### config.mk
export PLATFORM = sky130hd
export DESIGN_NAME = spi_master_sclkgen
export DESIGN_NICKNAME = d
export VERILOG_FILES = /design/src/rtl/spi_master_sclkgen.sv
export SDC_FILE = /design/constraint.sdc
export NUM_CORES = 1
export LEC_CHECK = 0
export CAP_MARGIN = 20
export CORE_ASPECT_RATIO = 0.75
export CORE_MARGIN = 2
export CORE_UTILIZATION = 50
export CTS_BUF_LIST = sky130_fd_sc_hd__clkbuf_16
export DETAILED_ROUTE_END_ITERATION = 10
export GPL_ROUTABILITY_DRIVEN = 0
export GPL_TIMING_DRIVEN = 1
export PLACE_DENSITY_LB_ADDON = 0.1
export SLEW_MARGIN = 20
export SYNTH_ARGS = -nofsm -noshare
export SYNTH_HDL_FRONTEND = slang
export SYNTH_SLANG_ARGS = --single-unit
### constraint.sdc
create_clock -name sys_clk -period 2 [get_ports sys_clk]
set_clock_uncertainty 0.05 [all_clocks]
set_input_delay 0.3 -clock sys_clk [delete_from_list [all_inputs] [get_ports sys_clk]]
set_output_delay 0.3 -clock sys_clk [all_outputs]
set_load 0.05 [all_outputs]
### src/rtl/spi_master_sclkgen.sv
// rtl/spi_master_sclkgen.sv - SPI master SCLK and bit-timing generator
// Produces SCLK for all CPOL/CPHA modes plus one-cycle launch/sample strobes for the shifter.
module spi_master_sclkgen #(
  parameter int DIV_W = 16,
  parameter int CNT_W = 6
) (
  input  logic             sys_clk,
  input  logic             rst_b,
  input  logic [DIV_W-1:0] cfg_div,
  input  logic             cfg_cpol,
  input  logic             cfg_cpha,
  input  logic [CNT_W-1:0] cfg_nbits,
  input  logic             start,
  input  logic             abort,
  output logic             busy,
  output logic             done,
  output logic             sclk,
  output logic             launch_stb,
  output logic             sample_stb,
  output logic [CNT_W-1:0] bit_idx
);

  localparam logic [1:0] IDLE = 2'd0;
  localparam logic [1:0] RUN  = 2'd1;
  localparam logic [1:0] TAIL = 2'd2;

  logic [1:0]       state;
  logic [DIV_W-1:0] hc;
  logic [CNT_W:0]   ec;
  logic [DIV_W-1:0] div_l;
  logic             cpol_l;
  logic             cpha_l;
  logic [CNT_W-1:0] nbits_l;

  logic             half_done;
  logic             leading;
  logic             last_edge;
  logic             sample_now;

  // ec counts completed edges; the final edge (2N) is seen when ec == 2N-1.
  assign half_done  = (hc == div_l);
  assign leading    = ~ec[0];
  assign last_edge  = (ec == {nbits_l, 1'b1});
  assign sample_now = cpha_l ? ~leading : leading;

  always_ff @(posedge sys_clk or negedge rst_b) begin
    if (!rst_b) begin
      state      <= IDLE;
      hc         <= '0;
      ec         <= '0;
      div_l      <= '0;
      cpol_l     <= 1'b0;
      cpha_l     <= 1'b0;
      nbits_l    <= '0;
      busy       <= 1'b0;
      done       <= 1'b0;
      sclk       <= 1'b0;
      launch_stb <= 1'b0;
      sample_stb <= 1'b0;
      bit_idx    <= '0;
    end else if (abort) begin
      state      <= IDLE;
      hc         <= '0;
      ec         <= '0;
      busy       <= 1'b0;
      done       <= 1'b0;
      sclk       <= (state == IDLE) ? cfg_cpol : cpol_l;
      launch_stb <= 1'b0;
      sample_stb <= 1'b0;
      bit_idx    <= '0;
    end else begin
      done <= 1'b0;
      case (state)
        RUN: begin
          if (half_done) begin
            hc   <= '0;
            sclk <= ~sclk;
            ec   <= ec + 1'b1;
            // Leading edges sample in mode 0 and launch in mode 1; trailing edges do the opposite.
            sample_stb <= sample_now;
            launch_stb <= cpha_l ? leading : (~leading & ~last_edge);
            if (sample_now) bit_idx <= bit_idx + 1'b1;
            if (last_edge) state <= TAIL;
          end else begin
            hc         <= hc + 1'b1;
            launch_stb <= 1'b0;
            sample_stb <= 1'b0;
          end
        end
        TAIL: begin
          launch_stb <= 1'b0;
          sample_stb <= 1'b0;
          if (half_done) begin
            hc    <= '0;
            state <= IDLE;
            busy  <= 1'b0;
            done  <= 1'b1;
          end else begin
            hc <= hc + 1'b1;
          end
        end
        default: begin
          sclk       <= cfg_cpol;
          sample_stb <= 1'b0;
          launch_stb <= 1'b0;
          if (start) begin
            state      <= RUN;
            busy       <= 1'b1;
            hc         <= '0;
            ec         <= '0;
            bit_idx    <= '0;
            div_l      <= cfg_div;
            cpol_l     <= cfg_cpol;
            cpha_l     <= cfg_cpha;
            nbits_l    <= cfg_nbits;
            // Mode 0 must present the first MOSI bit before the first (sampling) edge.
            launch_stb <= ~cfg_cpha;
          end
        end
      endcase
    end
  end

endmodule

# ---- Word level (Yosys, flattened, before mapping)
# Cells that the tools add are included.
dict set report totals {
  reg_bits 60
  input_bits 28
  out_inout_bits 11
  elab_cells 84
}
dict set report op_classes {
  n_addsub 3
  eq_ne 10
  mux 39
  bitwise 7
  reduce_logical 12
}
# cell count
set ops {}
lappend ops {{16-bit two-way mux} 4}
lappend ops {{6-bit two-way mux} 4}
lappend ops {{7-bit two-way mux} 3}
lappend ops {{1-bit two-way mux} 17}
lappend ops {{16-bit by 1-bit adder with 16-bit output, second input constant} 1}
lappend ops {{16-bit == test} 1}
lappend ops {{7-bit one-hot mux with 2 select lines} 1}
lappend ops {{3-bit != test, second input constant} 4}
lappend ops {{6-bit one-hot mux with 2 select lines} 1}
lappend ops {{2-bit two-way mux} 5}
lappend ops {{3-bit AND reduction} 3}
lappend ops {{3-bit nonzero test} 3}
lappend ops {{4-bit AND reduction} 2}
lappend ops {{7-bit by 1-bit adder with 7-bit output, second input constant} 1}
lappend ops {{7-bit == test} 1}
lappend ops {{6-bit by 1-bit adder with 6-bit output, second input constant} 1}
lappend ops {{1-bit inverter} 6}
lappend ops {{1-bit one-hot mux with 2 select lines} 3}
lappend ops {{2-bit != test, second input constant} 2}
lappend ops {{2-bit one-hot mux with 2 select lines} 1}
lappend ops {{4-bit nonzero test} 1}
lappend ops {{2-bit by 1-bit == test with 1-bit output, second input constant} 1}
lappend ops {{2-bit == test, second input constant} 1}
lappend ops {{2-bit zero test} 1}
lappend ops {{3 further kinds} 3}

# ---- Longest topological paths before layout
dict set report logic_depth {
  word_depth 7
  ltp_mapped 8
  depth_no_buf 7
}

# ---- Worst setup path after synthesis
# Ideal clock, no wire load.
dict set report synth_path {
  path_type {reg2reg}
  from {reg state[1]}
  to {reg bit_idx[3]}
  setup_time_ns 0.070
  arrival_ns 1.829
  t_required_ns 1.880
  setup_slack_ns 0.050
  stages_incl_launch_ff 9
  n_path_buf 1
  period_less_slack_ns 1.950
  path_cell_list {dfrtp_1 inv_1 ha_1 nand2b_1 clkbuf_1 nor2_1 nand2_1 or4_1 nand3_1}
}
dict set report synth_between {
  elab_chain_cells 3
  word_cells_on_any_way 9
  cone_classes {eq/ne (5); mux (2); reduce/logical (2)}
}
# item line
set synth_rtl {}
lappend synth_rtl {{from (decl)} 27} ;# logic [1:0] state;
lappend synth_rtl {{from (signal assigned)} 48} ;# state <= IDLE;
lappend synth_rtl {{from (signal assigned)} 62} ;# state <= IDLE;
lappend synth_rtl {{from (signal assigned)} 83} ;# if (last_edge) state <= TAIL;
lappend synth_rtl {{2-bit by 1-bit == test with 1-bit output / 2-bit == test (equally long branches)} 73} ;# case (state)
lappend synth_rtl {{3-bit != test (no line), or another cell as far along} n/a}
lappend synth_rtl {{4-bit AND reduction (no line) / 6-bit two-way mux (equally long branches)} n/a}
lappend synth_rtl {{to (signal assigned)} 82} ;# if (sample_now) bit_idx <= bit_idx + 1'b1;
lappend synth_rtl {{to (decl)} 20} ;# output logic [CNT_W-1:0] bit_idx
# Several ways; a longest one is shown, not always the timed one.
# A chain may end at the register's enable or synchronous reset.

# ---- Worst setup path after layout
dict set report layout_path {
  from {reg hc[2]}
  to {reg ec[6]}
}
dict set report layout_between {
  elab_chain_cells 3
}
# item line
set layout_rtl {}
lappend layout_rtl {{from (decl)} 28} ;# logic [DIV_W-1:0] hc;
lappend layout_rtl {{from (signal assigned)} 85} ;# hc <= hc + 1'b1;
lappend layout_rtl {{from (signal assigned)} 99} ;# hc <= hc + 1'b1;
lappend layout_rtl {{16-bit == test} 41} ;# assign half_done = (hc == div_l);
lappend layout_rtl {{3-bit != test (no line)} n/a}
lappend layout_rtl {{3-bit AND reduction (no line)} n/a}
lappend layout_rtl {{to (signal assigned)} 78} ;# ec <= ec + 1'b1;
lappend layout_rtl {{to (decl)} 29} ;# logic [CNT_W:0] ec;
# Every way passes these cells.

==> impl_metrics.csv <==
group,metric,value,unit
route,drtIter0Drc,213,
place,post_dp_cell_area,4030,µm²
final_layout,layout.nets,428,
route,remaining_drc_errors,0,
sta,hold_slack,0.453,ns
power_and_ir_drop,pwr-share-comb,0.218,
sta,layout_setup_ws,-0.0661,ns
route,vias_per_cell,5.79,
cts,cts.clk_slew.worst_paths,0.05,ns
synth,ys_warn_count,0,
floorplanning,initial_utilization,0.519,
power_and_ir_drop,clockPowerShare,0.370,
power_and_ir_drop,switching_share,0.287,
synth,syn_avg_cell_area,10.7,µm²
power_and_ir_drop,p_sw,0.00103,W
final_layout,utilization,0.729,
cts,cts-buffers-inserted,9,
grt,grt_pass1_wl,13.3,mm
power_and_ir_drop,p_per_area,779,nW/µm²
sta,timing.fmax,0.484,GHz
floorplanning,die_h,74.2,µm
power_and_ir_drop,leakage,2.09,nW
sta,slew_violations,0,
final_layout,syn2layout_area_growth,40.4,%
run,max_cap_violations,0,
power_and_ir_drop,internal-power,0.00256,W
route,finalWirelength,8.26,mm
place,dp_cells,455,
cts,clockBufferDepth,2,
hold_path,hold_path_class,"register to register",
route,drtAntennaViolNets,0,
synth,yosys_most_used_dff,"dfrtp_1",
final_layout,finish.instance_area,4600,µm²
floorplanning,chipWidth,97.5,µm
synth,synth_area_leaders,"dfrtp_1 46%, xor2_1 6.4%, mux2_1 6.2%",
route,dr.pass1.iters,5,
floorplanning,fp.coreArea,6320,µm²
cts,cts_tree,"yes",
sta,slew_headroom,0.651,
final_layout,num-fill-cells,462,
synth,synth-seq-cells,60,
synth,async_flop_share,1.00,
critical_path,worstSetupPathType,"register to register",
critical_path,cp.arrival,2.23,ns
grt,grt_max_degree,61,
outcome,violations,"setup timing",
critical_path,reg2reg_depth,7,
final_layout,antenna_cells,0,
critical_path,crit_fanout,8,
critical_path,setup.worst_path.end_class,"register",
sta,rsz0062_at_grt,"true",
synth,synth_edf_count,0,
place,pre_cts_ws,-0.185,ns
critical_path,critPathLaunchType,"register",
cts,cts-root-buf,"clkbuf_16",
synth,syn_area,3280,µm²
sta,min_period,2.07,ns
grt,grt-ovfl-total,0,
outcome,outcome,"finished with violations",
floorplanning,die_area,7230,µm²
cts,cts_htree_levels,3,
cts,clock_sinks,60,
synth,syn_nets,342,
sta,final-hold-violation-count,0,
floorplanning,row_count,25,
critical_path,reg2reg_slack,-0.07,ns
place,port_buffers,38,
power_and_ir_drop,vdd_drop_max,712,µV
grt,track_usage,0.237,
synth,syn_inst,308,
grt,antenna_found_initial,0,
synth,synth_cell_type_count,51,
sta,setup_viol_count_final,11,
synth,synth_top_area_share,0.458,
synth,yosysSeqAreaShare,0.458,
sta,worst_slew_pin_slew,0.523,ns
final_layout,layout-drive-gt1-share,0.264,
final_layout,instances_no_fill,479,
critical_path,cp_data_required_time,2.17,ns
hold_path,whs_path_depth,1,
floorplanning,ios,39,
grt,grt_pass1_vias,2597,
power_and_ir_drop,seq_power_share,0.411,
route,wl_per_cell,17.2,µm
sta,finalCritPeriodShare,1.03,
cts,worstSkewPairLatency,0.33,ns
place,dp_hpwl,5.53,mm
route,vias,2773,
synth,yosys.area.top_type,"dfrtp_1",
## routing by layer
layer	vias to the layer above	share of wire	GRT usage
li1	1312	-	-
met1	1350	0.49	0.353
met2	104	0.43	0.339
met3	7	0.074	0.0705
met4	0	0.0097	0.0664
met5	-	0	0
## worst paths after layout
path	startpoint	end
max	hc[2]$_DFFE_PN0P_	ec[6]$_DFFE_PN0P_
min	cpol_l$_DFFE_PN0P_	cpol_l$_DFFE_PN0P_
min in group asynchronous	rst_b	div_l[1]$_DFFE_PN0P_
max in group asynchronous	rst_b	launch_stb$_DFF_PN0_
min reg2reg	cpol_l$_DFFE_PN0P_	cpol_l$_DFFE_PN0P_
max reg2reg	hc[2]$_DFFE_PN0P_	ec[6]$_DFFE_PN0P_
## power by group through the flow
| stage | Clock [W] | Sequential (W) | Combinational, W |
|---|---|---|---|
| 3_3_place_gp | 0 | 0.00149 | 0.000695 |
| 3_5_place_dp | 0 | 0.00150 | 0.000710 |
| 5_1_grt | 0.00140 | 0.00150 | 0.000849 |
| 2_1_floorplan | 0 | 0.00150 | 0.000403 |
| 4_1_cts | 0.00135 | 0.00148 | 0.000742 |
| 6_report | 0.00133 | 0.00148 | 0.000783 |
## final cells by class
| cell class | count | area, µm² | area share |
|---|---|---|---|
| Sequential cell | 60 | 1500 | 0.326 |
| Multi-Input combinational cell | 225 | 1850 | 0.401 |
| Timing Repair Buffer | 93 | 885 | 0.192 |
| Inverter | 5 | 18.8 | 0.00408 |
| Tap cell | 81 | 101 | 0.0220 |
| Clock buffer | 9 | 225 | 0.0489 |
| Clock inverter | 6 | 25.0 | 0.00543 |
## flip-flops by register name, indices dropped and copies added, names as in the netlist
| signal | flops |
|---|---|
| nbits_l | 6 |
| ec | 7 |
| sample_stb | 1 |
| div_l | 16 |
| cpha_l | 1 |
| sclk | 1 |
| done | 1 |
| busy | 1 |
| launch_stb | 1 |
| cpol_l | 1 |
| hc | 16 |
| state | 2 |
| bit_idx | 6 |
## per-stage QoR
step | power (W) | setup TNS, ns
finish | 0.00359 | -0.345
global route | 0.00375 | -2.04
CTS | 0.00357 | -0.146
detailed placement | 0.00221 | -2.51
global placement | 0.00218 | -2.78
floorplan | 0.00190 | 0
## what timing repair did
action                                 4_1_cts  5_1_grt
pin swaps                                   14       19
gates resized for setup                     22       28
endpoints found under the hold margin       60        0
setup buffers                                3        5
setup endpoints to repair                   24       36
hold buffers                                 1        0
## worst max-delay path, cell delays in order (launching register included)
cell and delay (ns):
dfrtp_1 0.39, xor2_1 0.18, nor4_2 0.36, buf_4 0.20
nand4_4 0.10, buf_8 0.18, o311a_1 0.28, a211o_1 0.22
## synthesized netlist by cell type (2+ instances only)
library cell,count
dfrtp_1,60
xor2_1,24
nand2_1,23
nand3_1,23
mux2_1,18
nor2_1,9
clkbuf_1,8
a22o_1,7
mux2_2,7
mux2i_1,7
nor3_1,7
nor4_1,7
o311ai_1,7
a31oi_1,6
and3_1,6
ha_1,6
nor2b_1,6
o21ai_1,6
a21oi_1,5
a31o_1,5
buf_2,5
inv_1,5
or3_1,5
o21ai_0,4
o31ai_1,4
buf_6,3
nand2b_1,3
a211o_1,2
a21o_1,2
and2_1,2
and4_1,2
buf_4,2
nor4_2,2
or4_1,2
xnor2_1,2
## cell usage in the layout, fill, tap and decap left out, types with 3 or more instances in the layout
master / instances
buf_4: 37
mux2_1: 17
nand2_1: 22
inv_1: 7
xor2_1: 24
buf_6: 13
a21oi_1: 3
o31ai_1: 3
nor3_1: 6
nand2b_1: 3
ha_1: 5
mux2_2: 7
nor2b_1: 6
o21ai_0: 4
nand3_1: 22
nor2_1: 8
nor4_1: 5
clkdlybuf4s50_1: 35
a31o_1: 5
o311ai_2: 3
clkbuf_16: 9
a22o_1: 7
o311ai_4: 3
and3_1: 5
a31oi_1: 6
o21ai_1: 4
nor4_2: 4
or3_1: 5
mux2i_1: 7
dfrtp_1: 60
## kinds of logic after synthesis
logic type                 count (synthesis)  share of synthesized area
and+or+nand+nor                          103                      0.173
DFF                                       60                      0.458
AOI/OAI and AO/OA                         58                      0.132
muxes                                     32                      0.107
xor gates and xnor gates                  26                     0.0694
buffers and inverters                     23                     0.0374
adders and majority gates                  6                     0.0229
(Power assumes the default switching activity.)
